--- config.mk ---
export PLATFORM = sky130hd
export DESIGN_NAME = traffic_sensor
export DESIGN_NICKNAME = d
export VERILOG_FILES = /design/src/rtl/traffic_pkg.sv /design/src/rtl/sensor_lane.sv /design/src/rtl/traffic_sensor.sv
export SDC_FILE = /design/constraint.sdc
export NUM_CORES = 1
export LEC_CHECK = 0
export ABC_AREA = 0
export CAP_MARGIN = 30
export CORE_MARGIN = 3
export CORE_UTILIZATION = 35
export CTS_BUF_LIST = sky130_fd_sc_hd__clkbuf_2
export DETAILED_ROUTE_END_ITERATION = 6
export REMOVE_ABC_BUFFERS = 1
export SETUP_SLACK_MARGIN = 0.4
export SLEW_MARGIN = 20
export SYNTH_ARGS = -nofsm -noshare
export SYNTH_HDL_FRONTEND = slang
export SYNTH_SLANG_ARGS = --single-unit
--- constraint.sdc ---
create_clock -name CLK -period 2.1 [get_ports CLK]
set_clock_uncertainty 0.2 [all_clocks]
set_input_delay 0.42 -clock CLK [delete_from_list [all_inputs] [get_ports CLK]]
set_output_delay 0.42 -clock CLK [all_outputs]
set_load 0.02 [all_outputs]
--- src/rtl/traffic_pkg.sv ---
// Light encodings shared by the traffic-light controller and the street model.
package traffic_pkg;

  localparam logic [1:0] LIGHT_GREEN  = 2'b00;
  localparam logic [1:0] LIGHT_YELLOW = 2'b01;
  localparam logic [1:0] LIGHT_RED    = 2'b10;

endpackage

--- src/rtl/sensor_lane.sv ---
// One street of the closed-loop traffic model.
// Cars queue on arrival edges and drain at one car per DEPART_CYCLES while green.
module sensor_lane
  import traffic_pkg::*;
#(
  parameter int QW            = 4,
  parameter int DEPART_CYCLES = 3
) (
  input  logic          CLK,
  input  logic          resetn,
  input  logic          car,
  input  logic [1:0]    light,
  output logic [QW-1:0] q,
  output logic          occ,
  output logic          ovf
);

  localparam int            TW       = (DEPART_CYCLES > 1) ? $clog2(DEPART_CYCLES) : 1;
  localparam logic [TW-1:0] TMR_LAST = TW'(DEPART_CYCLES - 1);
  localparam logic [QW-1:0] Q_MAX    = {QW{1'b1}};

  logic          car_d;
  logic [TW-1:0] tmr;
  logic          arr;
  logic          green;
  logic          tmr_run;
  logic          dep;

  assign arr     = car & ~car_d;
  assign green   = (light == LIGHT_GREEN);
  assign tmr_run = green && (q != '0);
  assign dep     = tmr_run && (tmr == TMR_LAST);
  assign occ     = (q != '0);

  // car_d follows car even in reset, so a level already high at release is not an arrival.
  always_ff @(posedge CLK) begin
    if (!resetn) begin
      car_d <= car;
      tmr   <= '0;
      q     <= '0;
      ovf   <= 1'b0;
    end else begin
      car_d <= car;

      if (!tmr_run || dep)
        tmr <= '0;
      else
        tmr <= tmr + TW'(1);

      case ({arr, dep})
        2'b10: begin
          if (q != Q_MAX)
            q <= q + QW'(1);
          else
            ovf <= 1'b1;
        end
        2'b01:   q <= q - QW'(1);
        default: q <= q;
      endcase
    end
  end

endmodule

--- src/rtl/traffic_sensor.sv ---
// Two-street vehicle-presence model feeding the traffic-light controller.
// Wiring only: each street is an independent sensor_lane.
module traffic_sensor
  import traffic_pkg::*;
#(
  parameter int QW            = 4,
  parameter int DEPART_CYCLES = 3
) (
  input  logic          CLK,
  input  logic          resetn,
  input  logic          car_a,
  input  logic          car_b,
  input  logic [1:0]    L_A,
  input  logic [1:0]    L_B,
  output logic          T_A,
  output logic          T_B,
  output logic [QW-1:0] q_a,
  output logic [QW-1:0] q_b,
  output logic          ovf_a,
  output logic          ovf_b
);

  sensor_lane #(.QW(QW), .DEPART_CYCLES(DEPART_CYCLES)) u_lane_a (
    .CLK    (CLK),
    .resetn (resetn),
    .car    (car_a),
    .light  (L_A),
    .q      (q_a),
    .occ    (T_A),
    .ovf    (ovf_a)
  );

  sensor_lane #(.QW(QW), .DEPART_CYCLES(DEPART_CYCLES)) u_lane_b (
    .CLK    (CLK),
    .resetn (resetn),
    .car    (car_b),
    .light  (L_B),
    .q      (q_b),
    .occ    (T_B),
    .ovf    (ovf_b)
  );

endmodule
* Word-level counts from Yosys, hierarchy flattened
Index checks and enable logic that the tools add are counted.
** Operators by class
- $lt $le $gt $ge :: 0
- Shift operators :: 0
- Divide/modulo/power cells :: 0
- Reduce and logical (&&, ||, !) cells :: 20
- Multipliers :: 0
- Equal/unequal tests :: 10
- Multiplexer cells :: 4
- $add $sub $neg :: 6
- Bitwise gates (word level) :: 7
** Operators with widths (number)
- $pmux 4 s2 :: 2
- $add 4x1->4 const B :: 2
- $eq 2x2->1 const B :: 4
- $mux 4 :: 2
- $ne 4x4->1 const B :: 2
- $reduce_and 2->1 :: 4
- $reduce_bool 4->1 :: 2
- $sub 4x1->4 const B :: 2
- $not 1->1 :: 5
- $add 2x1->2 const B :: 2
- $eq 2x1->1 const B :: 2
- $logic_and 1x1->1 :: 4
- $logic_not 2->1 :: 2
- $ne 2x1->1 const B :: 2
- $reduce_bool 2->1 :: 2
- $reduce_or 2->1 :: 2
- $and 1x1->1 :: 2
- $logic_not 1->1 :: 2
- $logic_or 1x1->1 :: 2
** Word-level totals
- Bits in latches :: 0
- Memory bits (read-only) :: 0
- RAM bits :: 0
- Bits of input ports :: 8
- Logic and storage cells :: 55
- Register bits after elaboration :: 16
- Memories :: 0
- Output and inout port bits :: 12

* Depth between registers and ports, before layout
Gate-level depths: netlist (run 1).
- Word-level depth :: 6
- Mapped depth :: 11
- Gate-level depth less buffers :: 11

* Cells and area by module
A second synthesis (run 1) with hierarchy kept.
** Second synthesis, totals
- Cells, all modules :: 86
- Area, all modules :: 868.3 um^2
** By module, submodules not included
- sensor_lane :: area each 434.2 um^2, seq. area each 160.2 um^2, cells an instance 43, instances 2

* Worst setup path before layout (run 1)
OpenSTA, ideal clock, no wires.
- Path type :: register to register
- Start point :: reg u_lane_a.tmr[0]
- End point :: reg u_lane_a.q[2]
- Library setup time :: 0.072 ns
- Setup slack :: -0.177 ns
- Period minus slack after synthesis :: 2.277 ns
- Required time :: 1.828 ns
- Stages on the path, launching flop included :: 12
- Data arrival time :: 2.006 ns
- Path buffers :: 0
- Cells stage by stage :: dfxtp_1 -> inv_1 -> ha_1 -> or3b_2 -> nor2b_4 -> nand2_1 -> xnor2_1 -> ha_1 -> nor2_1 -> nand2_1 -> mux2i_1 -> mux2i_1
** Between the ends
- Longest elaborated chain between the ends :: 5
- Elaborated cells between the ends (all ways) :: 8
- Classes of those cells :: eq/ne (4); mux (1); reduce/logical (3)
** RTL lines
- from (decl) :: line sensor_lane.sv:23 : logic [TW-1:0] tmr;
- from (signal assigned) :: line sensor_lane.sv:48 : tmr <= tmr + TW'(1);
- $eq 2x2->1 (*) :: line sensor_lane.sv:32 : assign dep = tmr_run && (tmr == TMR_LAST);
- $logic_and 1x1->1 (*) :: line sensor_lane.sv:32
- $eq 2x2->1 / $eq 2x1->1 (equally long branches) :: line sensor_lane.sv:50 : case ({arr, dep})
- $ne 2x1->1 (no source line) / $reduce_bool 2->1 (equally long branches)
- $reduce_and 2->1 (no source line)
- to (signal assigned) :: line sensor_lane.sv:53 : q <= q + QW'(1);
- to (signal assigned) :: line sensor_lane.sv:57 : 2'b01: q <= q - QW'(1);
- to (signal assigned) :: line sensor_lane.sv:58 : default: q <= q;
- to (decl) :: line sensor_lane.sv:13 : output logic [QW-1:0] q,
Every way passes the cells marked *; elsewhere a longest branch is shown, timed or not.
A chain may end at the register's enable or synchronous reset.

* Worst setup path after layout (run 1)
Ends and elaborated chain as after synthesis.

==> impl_metrics.json, run 1 <==
{
  "status": "finished with violations",
  "violations": "negative setup slack",
  "grt_max_degree": 16,
  "critPathTopFamily": "simple AND/OR/NAND/NOR gates",
  "initial_core_util_pct": 37.4,
  "fin_setup_tns_ps": -202,
  "worstSkewPairLatency_ps": 280,
  "first_pass_iters": 3,
  "seq_area_frac_synth_pct": 38.3,
  "tightestPinTransition_ps": 317,
  "core_sq_mm": 0.00223,
  "cp_cell_sequence": "inv_2 -> ha_4 -> or3b_4 -> nor2b_4 -> nand2_2 -> xnor2_2 -> ha_2 -> nand4b_1 -> mux2i_1 -> mux2i_1",
  "layout.cells.most_common": "buf_4",
  "rsz0062_at_grt": "yes",
  "via_count": 811,
  "required_ps": 2130,
  "hold_buffers": 0,
  "cts-root-buf": "clkbuf_2",
  "power.leakage_nw": 0.604,
  "wire_per_inst_um": 13.1,
  "routed_wl_um": 2170,
  "crit_path_max_incr_delay_ps": 390,
  "drc": 0,
  "powerDensity_mw_per_mm2": 414,
  "area_growth_pct": 67.4,
  "overflow": 0,
  "timing.final.hold_violations": 0,
  "h-tree-depth": 1,
  "cp_common_cell": "mux2i_1",
  "critPathArrivalTime_ps": 2200,
  "synthTopCellsByArea": "dfxtp_1, mux2i_1, nand2_1, ha_1, nand2b_1",
  "ys_warn_count": 0,
  "path_depth": 10,
  "r2r_cells": 10,
  "avgViaCountPerCell": 4.89,
  "synthCells": 89,
  "power_w": 0.000580,
  "timing.fmax_mhz": 460,
  "power.switching_w": 0.000160,
  "cts_made_buffers": 3,
  "io_pins": 20,
  "worstSetupEndpointType": "flop",
  "cts_sinks": 16,
  "cts_tree": "built",
  "port_buffers": 19,
  "clk_path_buf_depth": 2,
  "cp_slowest_cell": "or3b_4",
  "drive_gt1_share_pct": 52.9,
  "synth.distinct_cells": 24,
  "combPwrFrac_pct": 22.4,
  "dieArea_sq_mm": 0.00301,
  "slew_viol_final": 0,
  "p_int_w": 0.000420,
  "maxCapViolCount": 0,
  "start_kind": "flop",
  "drt_first_iter_violations": 4,
  "fin_util_pct": 62.6,
  "worstSetupPathType": "reg -> reg",
  "synthesis.area_sq_um": 836,
  "fp.dieW_um": 54.9,
  "p_sw_share_pct": 27.5,
  "gp_congestion": 0.874,
  "relSlewSlack_pct": 78.6,
  "cts.clk_slew.worst_paths_ps": 150,
  "diodes": 0,
  "rows": 17,
  "synth-seq-cells": 16,
  "fin_ws_ps": -72.6,
  "whs_path_depth": 1,
  "grt_pass1_wl_um": 3600,
  "final.period_utilization_pct": 103,
  "grt_usage_pct": 17.1,
  "dp_hpwl_um": 1400,
  "ir_drop_v": 0.000263,
  "ant_nets": 0,
  "layout_min_cycle_time_ps": 2170,
  "clockPowerShare_pct": 23.1,
  "synth_top_area_share_pct": 38.3,
  "antenna_found_initial": 0,
  "cp_max_fo": 2,
  "synth_area_per_cell_sq_um": 9.39,
  "placement.setup.worst_slack_ps": -543,
  "yosys.area.top_type": "dfxtp_1",
  "power_frac_seq_pct": 54.5,
  "grt_pass1_vias": 769,
  "worst-path-buf-inv": 1,
  "fp.dieH_um": 54.9,
  "finalNetCount": 152,
  "min_path_type": "reg -> reg",
  "final_cell_mix": "buf_4, nand2_1, buf_6",
  "setup_violations": 3
}
[worst register-to-register path: stages (launching register included)]
cell and delay [ps]:
dfxtp_2 350, inv_2 50, ha_4 120, or3b_4 390, nor2b_4 130, nand2_2 70
xnor2_2 160, ha_2 200, nand4b_1 90, mux2i_1 160, mux2i_1 190
[layout make-up]
cell class / count / area (sq um)
Clock buffer: 3 / 15.0
Fill cell: 227 / 835
Inverter: 2 / 7.51
Multi-Input combinational cell: 70 / 598
Sequential cell: 16 / 332
Tap cell: 28 / 35.0
Timing Repair Buffer: 47 / 412
[cell usage after synthesis]
cell type / n
dfxtp_1: 16
nand4_1: 2
mux2i_1: 8
and2_1: 2
or3_1: 1
or3_2: 1
nor2_1: 6
nand2_1: 14
ha_1: 4
or4_4: 2
nand2b_1: 6
xnor2_1: 2
mux2i_2: 2
nor3_1: 2
or3b_2: 2
nor2b_1: 2
o21ai_0: 4
o21a_1: 2
nor2b_4: 2
a41oi_1: 2
nor4b_1: 2
clkbuf_1: 1
inv_1: 2
nand4b_1: 2
[path summary, 6_finish.rpt]
kind	start	endpoint	slack (ps)
worst max-delay path	u_lane_a.tmr[0]	u_lane_a.q[2]	-70
worst min-delay path	u_lane_a.tmr[0]	u_lane_a.tmr[0]	220
worst min register to register	u_lane_a.tmr[0]	u_lane_a.tmr[0]	220
worst max register to register	u_lane_a.tmr[0]	u_lane_a.q[2]	-70
[sequential cells by signal (all words and copies together), names as in the netlist]
register        flops
u_lane_a.tmr        2
u_lane_b.tmr        2
u_lane_a.q          4
u_lane_b.car_d      1
u_lane_a.ovf        1
u_lane_b.ovf        1
u_lane_a.car_d      1
u_lane_b.q          4
[power groups by stage]
stage	Combinational, W	Clock [W]	Sequential, W
2_1_floorplan	0.0000449	0	0.000332
3_3_place_gp	0.000113	0	0.000322
3_5_place_dp	0.000113	0	0.000322
4_1_cts	0.000123	0.000141	0.000316
5_1_grt	0.000141	0.000149	0.000317
6_report	0.000130	0.000134	0.000316
[repair_timing]
action | 4_1_cts | 5_1_grt
gates cloned | 0 | 0
endpoints found under the setup margin | 22 | 17
buffers inserted | 9 | 2
gates resized for setup | 78 | 12
pin swaps | 17 | 10
[per-stage QoR]
stage	std cells	area (sq um)	hold WS (ps)
final	166	1400	217
after global routing	166	1400	232
after CTS	164	1380	219
after detailed placement	152	1180	206
after global placement	152	1180	200
after floorplan	88	832	192
[metal layers]
metal	vias up	track usage, %	part of all wire, %
met2	11	29.1	52
met5	-	0	0
met3	2	2.45	3.8
li1	415	-	-
met1	383	20.9	43
met4	0	7.47	0.97
[cells by family (layout without fill, tap and decap cells)]
kind of cell	after synthesis	in the layout	synth area share, %
xor+xnor	2	2	2.10
fa+ha+maj	4	4	5.99
buf+inv	3	52	1.35
mux	10	10	12.9
flops	16	16	38.3
compound gates	8	8	6.29
simple gates	46	46	33.1
Note: power is estimated with default switching activity, not from simulation.
==> inputs of run 2 (changes only) <==
--- a/config.mk
+++ b/config.mk
@@ -6,14 +6,12 @@
 export NUM_CORES = 1
 export LEC_CHECK = 0
 export ABC_AREA = 0
-export CAP_MARGIN = 30
 export CORE_MARGIN = 3
 export CORE_UTILIZATION = 35
 export CTS_BUF_LIST = sky130_fd_sc_hd__clkbuf_2
 export DETAILED_ROUTE_END_ITERATION = 6
-export REMOVE_ABC_BUFFERS = 1
 export SETUP_SLACK_MARGIN = 0.4
-export SLEW_MARGIN = 20
+export SLEW_MARGIN = 10
 export SYNTH_ARGS = -nofsm -noshare
 export SYNTH_HDL_FRONTEND = slang
 export SYNTH_SLANG_ARGS = --single-unit
==> run 2 against run 1 <==
The run still ends with negative setup slack left. Total power increased by 0.22%. Clock power rose by 4%. Final cell count up 0.60%. Non-clock buffer count unchanged. Sequential share of layout area grew 0.47 points. Combinational power is essentially flat. Critical endpoint unchanged. Largest power group unchanged.
==> impl_metrics.json, run 2 (synthesized netlist as in run 1, its figures left out) <==
{
  "required_ps": 2140,
  "first_pass_iters": 4,
  "power.leakage_nw": 0.626,
  "gp_congestion": 0.784,
  "grt_usage_pct": 15.7,
  "critPathArrivalTime_ps": 2300,
  "drive_gt1_share_pct": 56.8,
  "dieArea_sq_mm": 0.00301,
  "placement.setup.worst_slack_ps": -505,
  "hold_start": "u_lane_a.tmr[0]",
  "layout.cells.most_common": "buf_4",
  "cts.clk_slew.worst_paths_ps": 160,
  "rows": 17,
  "via_count": 832,
  "relSlewSlack_pct": 81.8,
  "min_path_type": "reg -> reg",
  "grt_pass1_wl_um": 3310,
  "timing.final.hold_violations": 0,
  "routed_wl_um": 2150,
  "cp_cell_sequence": "inv_2 -> ha_4 -> or3b_4 -> nor2b_4 -> nand2_2 -> xnor2_2 -> ha_4 -> nor2_2 -> nand2_1 -> mux2i_2 -> mux2i_1",
  "hold_buffers": 0,
  "cp_common_cell": "ha_4",
  "seqCellArea_sq_um": 340,
  "drc": 0,
  "h-tree-depth": 1,
  "layout_min_cycle_time_ps": 2260,
  "r2r-end": "u_lane_a.q[2]",
  "hold_end": "u_lane_a.tmr[0]",
  "critPathTopFamily": "simple AND/OR/NAND/NOR gates",
  "fin_ws_ps": -158,
  "slew_viol_final": 0,
  "core_sq_mm": 0.00223,
  "r2r_cells": 11,
  "antenna_found_initial": 0,
  "violations": "negative setup slack",
  "avgViaCountPerCell": 4.98,
  "grt_pass1_vias": 765,
  "initial_core_util_pct": 37.4,
  "io_pins": 20,
  "cts_sinks": 16,
  "fp.dieW_um": 54.9,
  "fin_util_pct": 63.0,
  "ir_drop_v": 0.000333,
  "timing.fmax_mhz": 443,
  "clk_path_buf_depth": 2,
  "dp_hpwl_um": 1440,
  "worst-path-buf-inv": 1,
  "maxCapViolCount": 0,
  "ant_nets": 0,
  "diodes": 0,
  "rsz0062_at_grt": "yes",
  "crit_path_max_incr_delay_ps": 390,
  "cts_tree": "built",
  "tightestPinTransition_ps": 269,
  "start_kind": "flop",
  "power_w": 0.000581,
  "cts-root-buf": "clkbuf_2",
  "cp_max_fo": 2,
  "multi_input_area_sq_um": 621,
  "area_growth_pct": 68.4,
  "port_buffers": 19,
  "worstSetupPathType": "reg -> reg",
  "r2r_start": "u_lane_a.tmr[0]",
  "overflow": 0,
  "grt_max_degree": 10,
  "powerDensity_mw_per_mm2": 413,
  "final_cell_mix": "buf_4, nand2_1, buf_6, dfxtp_2, buf_2",
  "worstSetupEndpointType": "flop",
  "whs_path_depth": 1,
  "r2r_setup_slack_ps": -160,
  "reg_top3": "u_lane_a.q (4), u_lane_b.q (4)",
  "synth_nets": 101,
  "fillCellCount": 195,
  "finalNetCount": 152,
  "fp.dieH_um": 54.9,
  "worstSkewPairLatency_ps": 290,
  "cts_made_buffers": 3,
  "wire_per_inst_um": 12.9,
  "cp_slowest_cell": "or3b_4",
  "drt_first_iter_violations": 11,
  "status": "finished with violations",
  "final.period_utilization_pct": 108,
  "setup_violations": 2
}
run 2: layer usage:
layer / share of wire [%] / wire (um) / vias to the layer above / GRT usage (%)
li1: - / - / 414 / -
met5: 0 / 0 / - / 0
met3: 4.3 / 92 / 4 / 3.81
met2: 52 / 1110 / 17 / 27.4
met1: 42 / 912 / 397 / 17.2
met4: 1.6 / 35 / 0 / 8.71
run 2: layout make-up:
type                       count  area share, %
multi-input combinational     70           44.1
timing repair buffer          47           27.4
sequential                    16           24.2
tap                           28           2.49
clock buffer                   3           1.07
inverter                       2          0.533
clock inverter                 1          0.267
run 2: power breakdown:
| group | switching [W] | total, W | internal [W] |
|---|---|---|---|
| combinational | 0.0000601 | 0.000127 | 0.0000666 |
| clock | 0.0000982 | 0.000140 | 0.0000414 |
| sequential | 0.00000443 | 0.000315 | 0.000310 |
run 2: worst max-delay path by stage:
stage	cells after the start	slack, ps	start	endpoint
CTS	11	-130	u_lane_a.tmr[0]	u_lane_a.q[2]
detailed placement	10	-510	L_A[1]	u_lane_a.q[2]
global placement	10	-460	L_A[1]	u_lane_a.q[2]
global route	11	-260	u_lane_a.tmr[0]	u_lane_a.q[2]
finish	11	-160	u_lane_a.tmr[0]	u_lane_a.q[2]
floorplan	8	-80	u_lane_b.q[2]	u_lane_b.q[2]
run 2: metrics by stage:
step | area (sq um) | instances | hold slack (ps) | TNS [ps]
after floorplan | 856 | 89 | 192 | -146
after global placement | 1220 | 154 | 199 | -1660
after detailed placement | 1220 | 154 | 207 | -1880
after CTS | 1360 | 162 | 221 | -264
after global routing | 1410 | 167 | 227 | -633
final | 1410 | 167 | 217 | -241
run 2: worst register-to-register path: stages (launching register included):
cell     delay [ps]
dfxtp_2         360
inv_2            60
ha_4            120
or3b_4          390
nor2b_4         130
nand2_2          80
xnor2_2         150
ha_4            170
nor2_2           90
nand2_1          70
mux2i_2         210
mux2i_1         190
run 2: timing repair:
action / in CTS / in global routing
pin swaps: 13 / 9
gates resized for setup: 70 / 19
buffers inserted: 4 / 5
endpoints found under the hold margin: 0 / 0
setup endpoints to repair: 22 / 18
